===== config.mk =====
export PLATFORM = sky130hd
export DESIGN_NAME = spi_master_ctrl
export DESIGN_NICKNAME = d
export VERILOG_FILES = /design/src/rtl/spi_master_ctrl_pkg.sv /design/src/rtl/spi_master_ctrl_clk_div.sv /design/src/rtl/spi_master_ctrl.sv
export SDC_FILE = /design/constraint.sdc
export NUM_CORES = 1
export LEC_CHECK = 0
export CORE_ASPECT_RATIO = 1.75
export CORE_MARGIN = 3
export CORE_UTILIZATION = 26
export CTS_BUF_LIST = sky130_fd_sc_hd__clkbuf_4
export DETAILED_ROUTE_END_ITERATION = 8
export PLACE_DENSITY_LB_ADDON = 0.05
export SYNTH_ARGS = -nofsm -noshare
export SYNTH_HDL_FRONTEND = slang
export SYNTH_HIERARCHICAL = 1
export SYNTH_SLANG_ARGS = --single-unit
export TNS_END_PERCENT = 50

===== constraint.sdc =====
create_clock -name clk -period 2.1 [get_ports clk]
set_input_delay 0.42 -clock clk [delete_from_list [all_inputs] [get_ports clk]]
set_output_delay 0.42 -clock clk [all_outputs]
set_load 0.05 [all_outputs]

===== src/rtl/spi_master_ctrl_pkg.sv =====
// Shared definitions for the SPI master transaction engine.
// Frame states, the SPI mode constant and a small width helper.
package spi_master_ctrl_pkg;

  typedef enum logic [1:0] {
    ST_IDLE  = 2'd0,
    ST_SETUP = 2'd1,
    ST_SHIFT = 2'd2,
    ST_HOLD  = 2'd3
  } state_e;

  // {CPOL, CPHA}; the engine implements mode 0 only
  localparam logic [1:0] SPI_MODE0 = 2'b00;

  function automatic int max2(input int a, input int b);
    return (a > b) ? a : b;
  endfunction

endpackage


===== src/rtl/spi_master_ctrl_clk_div.sv =====
// spi_clk_div: sclk half-period divider for the SPI master.
// While en is high, emits a one-cycle strobe at the end of every CLK_DIV
// cycles, alternating rise_tick / fall_tick starting with a rise.
// Counter and phase restart whenever en is low.
module spi_clk_div
  import spi_master_ctrl_pkg::*;
#(
  parameter int CLK_DIV = 4
) (
  input  logic clk,
  input  logic rst,
  input  logic en,
  output logic rise_tick,
  output logic fall_tick
);

  localparam int CNT_W = (CLK_DIV > 1) ? $clog2(CLK_DIV) : 1;
  localparam logic [CNT_W-1:0] RELOAD = CNT_W'(CLK_DIV - 1);

  logic [CNT_W-1:0] cnt_q, cnt_d;
  logic             lvl_q, lvl_d;
  logic             tick;

  // down-counter with terminal-count tick; lvl tracks which edge comes next
  always_comb begin
    cnt_d     = cnt_q;
    lvl_d     = lvl_q;
    tick      = en && (cnt_q == '0);
    if (!en) begin
      cnt_d = RELOAD;
      lvl_d = 1'b0;
    end else if (tick) begin
      cnt_d = RELOAD;
      lvl_d = ~lvl_q;
    end else begin
      cnt_d = cnt_q - CNT_W'(1);
    end
    rise_tick = tick && !lvl_q;
    fall_tick = tick && lvl_q;
  end

  // divider state registers
  always_ff @(posedge clk) begin
    if (rst) begin
      cnt_q <= RELOAD;
      lvl_q <= 1'b0;
    end else begin
      cnt_q <= cnt_d;
      lvl_q <= lvl_d;
    end
  end

endmodule


===== src/rtl/spi_master_ctrl.sv =====
// spi_master_ctrl: SPI mode-0 master, one DATA_W-bit full-duplex frame per start.
// cs_sel/cs_en feed the slave-select decoder (in/enable).
// Optional macro SPI_LSB_FIRST_EN adds the lsb_first input (latched at start).
//
//  state    | meaning
//  ---------+-----------------------------------------------------------
//  ST_IDLE  | waiting for start; cs_en low, cs_sel holds last slave
//  ST_SETUP | cs_en high, first bit on mosi, CS_SETUP cycles
//  ST_SHIFT | sclk toggles every CLK_DIV cycles, 2*DATA_W edges
//  ST_HOLD  | sclk/mosi low, cs_en high for CS_HOLD cycles, then done
module spi_master_ctrl
  import spi_master_ctrl_pkg::*;
#(
  parameter int DATA_W   = 8,
  parameter int SEL_W    = 3,
  parameter int CLK_DIV  = 4,
  parameter int CS_SETUP = 2,
  parameter int CS_HOLD  = 2
) (
  input  logic              clk,
  input  logic              rst,
  input  logic              start,
  input  logic [DATA_W-1:0] tx_data,
  input  logic [SEL_W-1:0]  slave_sel,
`ifdef SPI_LSB_FIRST_EN
  input  logic              lsb_first,
`endif
  output logic              busy,
  output logic              done,
  output logic [DATA_W-1:0] rx_data,
  output logic [SEL_W-1:0]  cs_sel,
  output logic              cs_en,
  output logic              sclk,
  output logic              mosi,
  input  logic              miso
);

  localparam int   BC_W      = $clog2(DATA_W + 1);
  localparam int   PH_W      = $clog2(max2(CS_SETUP, CS_HOLD) + 1);
  localparam logic SCLK_IDLE = SPI_MODE0[1];

  state_e            state_q, state_d;
  logic [PH_W-1:0]   phase_q, phase_d;
  logic [BC_W-1:0]   bit_cnt_q, bit_cnt_d;
  logic [DATA_W-1:0] tx_sr_q, tx_sr_d;
  logic [DATA_W-1:0] rx_sr_q, rx_sr_d;
  logic [DATA_W-1:0] rx_data_q, rx_data_d;
  logic [SEL_W-1:0]  cs_sel_q, cs_sel_d;
  logic              busy_q, busy_d;
  logic              done_q, done_d;
  logic              cs_en_q, cs_en_d;
  logic              sclk_q, sclk_d;
  logic              mosi_q, mosi_d;
  logic              rise_tick, fall_tick;
  logic              lsb_start, lsb_cur;

  spi_clk_div #(.CLK_DIV(CLK_DIV)) u_clk_div (
    .clk       (clk),
    .rst       (rst),
    .en        (state_q == ST_SHIFT),
    .rise_tick (rise_tick),
    .fall_tick (fall_tick)
  );

`ifdef SPI_LSB_FIRST_EN
  logic lsb_q, lsb_d;
  assign lsb_start = lsb_first;
  assign lsb_cur   = lsb_q;

  // bit order is frozen for the frame at acceptance
  always_comb lsb_d = (state_q == ST_IDLE && start) ? lsb_first : lsb_q;

  // bit-order register
  always_ff @(posedge clk) begin
    if (rst) lsb_q <= 1'b0;
    else     lsb_q <= lsb_d;
  end
`else
  assign lsb_start = 1'b0;
  assign lsb_cur   = 1'b0;
`endif

  // next-state, shift registers and registered outputs
  always_comb begin
    state_d   = state_q;
    phase_d   = phase_q;
    bit_cnt_d = bit_cnt_q;
    tx_sr_d   = tx_sr_q;
    rx_sr_d   = rx_sr_q;
    rx_data_d = rx_data_q;
    cs_sel_d  = cs_sel_q;
    sclk_d    = sclk_q;
    mosi_d    = mosi_q;
    done_d    = 1'b0;

    case (state_q)
      ST_IDLE: begin
        if (start) begin
          state_d   = ST_SETUP;
          phase_d   = PH_W'(CS_SETUP - 1);
          bit_cnt_d = BC_W'(DATA_W);
          cs_sel_d  = slave_sel;
          rx_sr_d   = '0;
          // first bit goes straight to mosi; the register holds the rest
          mosi_d    = lsb_start ? tx_data[0] : tx_data[DATA_W-1];
          tx_sr_d   = lsb_start ? (tx_data >> 1) : (tx_data << 1);
        end
      end
      ST_SETUP: begin
        if (phase_q == '0) state_d = ST_SHIFT;
        else               phase_d = phase_q - PH_W'(1);
      end
      ST_SHIFT: begin
        if (rise_tick) begin
          sclk_d  = ~SCLK_IDLE;
          rx_sr_d = lsb_cur ? {miso, rx_sr_q[DATA_W-1:1]}
                            : {rx_sr_q[DATA_W-2:0], miso};
        end
        if (fall_tick) begin
          sclk_d = SCLK_IDLE;
          if (bit_cnt_q == BC_W'(1)) begin
            state_d = ST_HOLD;
            mosi_d  = 1'b0;
            phase_d = PH_W'(CS_HOLD - 1);
          end else begin
            bit_cnt_d = bit_cnt_q - BC_W'(1);
            mosi_d    = lsb_cur ? tx_sr_q[0] : tx_sr_q[DATA_W-1];
            tx_sr_d   = lsb_cur ? (tx_sr_q >> 1) : (tx_sr_q << 1);
          end
        end
      end
      ST_HOLD: begin
        if (phase_q == '0) begin
          state_d   = ST_IDLE;
          done_d    = 1'b1;
          rx_data_d = rx_sr_q;
        end else begin
          phase_d = phase_q - PH_W'(1);
        end
      end
      default: state_d = ST_IDLE;
    endcase

    busy_d  = (state_d != ST_IDLE);
    cs_en_d = (state_d != ST_IDLE);
  end

  // state and output registers; reset discards any partial frame
  always_ff @(posedge clk) begin
    if (rst) begin
      state_q   <= ST_IDLE;
      phase_q   <= '0;
      bit_cnt_q <= '0;
      tx_sr_q   <= '0;
      rx_sr_q   <= '0;
      rx_data_q <= '0;
      cs_sel_q  <= '0;
      busy_q    <= 1'b0;
      done_q    <= 1'b0;
      cs_en_q   <= 1'b0;
      sclk_q    <= SCLK_IDLE;
      mosi_q    <= 1'b0;
    end else begin
      state_q   <= state_d;
      phase_q   <= phase_d;
      bit_cnt_q <= bit_cnt_d;
      tx_sr_q   <= tx_sr_d;
      rx_sr_q   <= rx_sr_d;
      rx_data_q <= rx_data_d;
      cs_sel_q  <= cs_sel_d;
      busy_q    <= busy_d;
      done_q    <= done_d;
      cs_en_q   <= cs_en_d;
      sclk_q    <= sclk_d;
      mosi_q    <= mosi_d;
    end
  end

  assign busy    = busy_q;
  assign done    = done_q;
  assign rx_data = rx_data_q;
  assign cs_sel  = cs_sel_q;
  assign cs_en   = cs_en_q;
  assign sclk    = sclk_q;
  assign mosi    = mosi_q;

endmodule


==> flow_summary.ini <==
[final_layout]
fillers = 736
nets = 264
drive_above_1_share_pct = 12.6
syn2layout_area_growth_pct = 27.6
n_antenna_cell = 0

[yosys]
yosysTopAreaCell = dfxtp_1
syn_inst = 212
synth_seq_cells = 41
synth.area.top_cells = dfxtp_1, nand2_1, a21oi_1
synth_cell_type_count = 42
syn-mean-instance-area_um2 = 8.45
ys_seq_area_share_pct = 45.8
yosys_warnings = 6
synth_fp_nets = 231
synthDominantCellAreaShare_pct = 45.8
synth_area_mm2 = 0.00179

[detailed_routing]
drc = 0
vias = 1491
drt-initial-drc-count = 38
via_per_inst = 4.55
wl_um = 4280
detail-route-antenna-nets = 0
dr.pass1.iters = 3
wl_per_cell_um = 13.0

[outcome]
status = finished clean

[sta]
period_needed_ns = 1.95
finClkSkew_ns = 0.0126
hold_viol_final = 0
finalMaxSlewViolations = 0
setup_viol = 0
setup_tns_ns = 0
fmax_ghz = 0.513
tightest_slew_ns = 0.501
maxSlewHeadroom_pct = 66.5
fin_crit_sh_pct = 92.9
rsz0062_at_grt = false

[die]
core_area_mm2 = 0.00659
dieWidth_um = 68.8
initial_core_util_pct = 27.2
die_h_um = 116
dieArea_mm2 = 0.00796
rows = 39
ios = 31

[grt]
overflow = 0
antenna_found_initial = 0
grt_max_degree = 21
met3_usage_pct = 2.42
gr-usage-all-layers_pct = 12.1
grt_pass1_wl_um = 7250
gr-usage-met2_pct = 22.2
grt_busiest_layer = met2
grt_pass1_vias = 1501
gr-usage-met1_pct = 13.0

[clock_tree]
cts_tree = done
cts_buffers = 5
clkTransAtPathRegs_ns = 0.14
h-tree-depth = 2
ctsHoldBuffers = 0
cts_setup_buffers = 0
cts_buffer_depth = 2
insertion_delay_ns = 0.36
cts_root_buf = clkbuf_4
cts.sinks = 41
cts_resized = 0

[critical_path]
crit_buf_inv = 1
cp_slowest_stage_delay_ns = 0.80
critPathTopFamily = buffers and inverters
crit_fanout = 2
criticalPathCategory = reg2out
worst_ep_arrival_time_ns = 1.53
setup.worst_path.end_class = output port
cp.required_ns = 1.68
start_kind = register
slowest_stage = clkdlybuf4s50_1
path_cells = clkdlybuf4s50_1

[place]
place_congestion = 0.689
io_buffer_count = 30
dp_hpwl_um = 3250

[min_path]
min_path_type = reg2reg

[pwr]
power.density_mw_per_mm2 = 744
fin_total_pwr_mw = 1.70
vdd_drop_max_uv = 380
p_leak_nw = 0.822

[job]
maxCapViolations = 0
==> final timing paths <==
| check | startpoint | to | slack (ns) | cells after the start |
|---|---|---|---|---|
| hold / removal | u_clk_div/cnt_q[0] | u_clk_div/cnt_q[0] | 0.40 | 1 |
| setup / recovery | cs_sel[2] | cs_sel[2] | 0.15 | 1 |
| setup reg to reg | u_clk_div/cnt_q[0] | bit_cnt_q[3] | 0.40 | 7 |
| hold reg to reg | u_clk_div/cnt_q[0] | u_clk_div/cnt_q[0] | 0.40 | 1 |
==> through the flow <==
stage | util, % | cells | hold WS (ns) | setup WS (ns) | cell area [µm²]
after floorplan | - | 212 | 0.358 | 0.297 | 1790
after global placement | 33.4 | 320 | 0.369 | 0.156 | 2200
after detailed placement | 33.4 | 320 | 0.376 | 0.135 | 2200
after CTS | 34.7 | 328 | 0.407 | 0.122 | 2290
after global routing | 34.7 | 328 | 0.420 | 0.0814 | 2290
final | 34.7 | 328 | 0.398 | 0.150 | 2290
==> cell families after synthesis <==
family,Yosys count,share of synthesized area (%)
adders and majority gates,4,2.79
xor gates and xnor gates,2,0.978
buffers and inverters,22,5.45
AOI/OAI and AO/OA,42,17.5
DFF,41,45.8
muxes,1,0.628
and+or+nand+nor,100,26.9
==> synth_stat cells (all sizes together) <==
| cell | n |
|---|---|
| xnor2 | 2 |
| nand4 | 9 |
| a211oi | 1 |
| dfxtp | 41 |
| or3b | 2 |
| and3 | 3 |
| a21oi | 24 |
| a31oi | 1 |
| o31ai | 2 |
| ha | 4 |
| nor3 | 3 |
| a31o | 1 |
| nor3b | 3 |
| nor2b | 2 |
| and2b | 1 |
| or4 | 1 |
| o311a | 1 |
| or3 | 1 |
| nand2b | 2 |
| a2bb2oi | 1 |
| nand3 | 1 |
| nand2 | 53 |
| o21ai | 3 |
| clkbuf | 8 |
| nor2 | 17 |
| and2 | 2 |
| mux2 | 1 |
| a311oi | 8 |
| buf | 6 |
| inv | 8 |
==> sequential cells by signal (all words and copies together), names as in the netlist <==
| name | count |
|---|---|
| u_clk_div/cnt_q | 2 |
| done | 1 |
| cs_sel | 3 |
| cs_en | 1 |
| u_clk_div/lvl_q | 1 |
| rx_sr_q | 8 |
| bit_cnt_q | 4 |
| tx_sr_q | 7 |
| state_q | 2 |
| rx_data | 8 |
| phase_q | 2 |
| mosi | 1 |
| sclk | 1 |
==> power breakdown <==
group	switching, mW	internal [mW]	total, mW
Clock	0.287	0.252	0.539
Combinational	0.193	0.132	0.325
Sequential	0.0203	0.816	0.837
Total	0.500	1.20	1.70
==> routing by layer <==
metal | part of all wire (%) | wire length (µm)
met4 | 1.7 | 74
met1 | 40 | 1720
met3 | 2.7 | 116
met5 | 0 | 0
met2 | 55 | 2370
==> cell type report <==
type                    count  area, µm²  share of cell area, %
multi-input cells         149        873                   38.2
flip-flops and latches     41        821                   35.9
repair buffers             40        375                   16.4
well taps                  82        103                   4.49
clock inverters             3       46.3                   2.03
clock buffers               5       37.5                   1.64
inverters                   8       30.0                   1.31
==> placed cells by master, fill, tap and decap left out, drive strengths merged, types with 2 or more instances in the layout <==
master	Yosys	final
xnor2	2	2
ha	4	4
nor3	3	3
nor2b	2	2
nor3b	3	3
clkbuf	8	5
nand2	53	53
a21oi	24	24
clkdlybuf4s50	0	30
a311oi	8	8
nand4	9	9
nand2b	2	2
and2	2	2
dfxtp	41	41
and3	3	3
nor2	17	17
o21ai	3	3
o31ai	2	2
inv	8	8
buf	6	10
or3b	2	2
(Power assumes the default switching activity.)
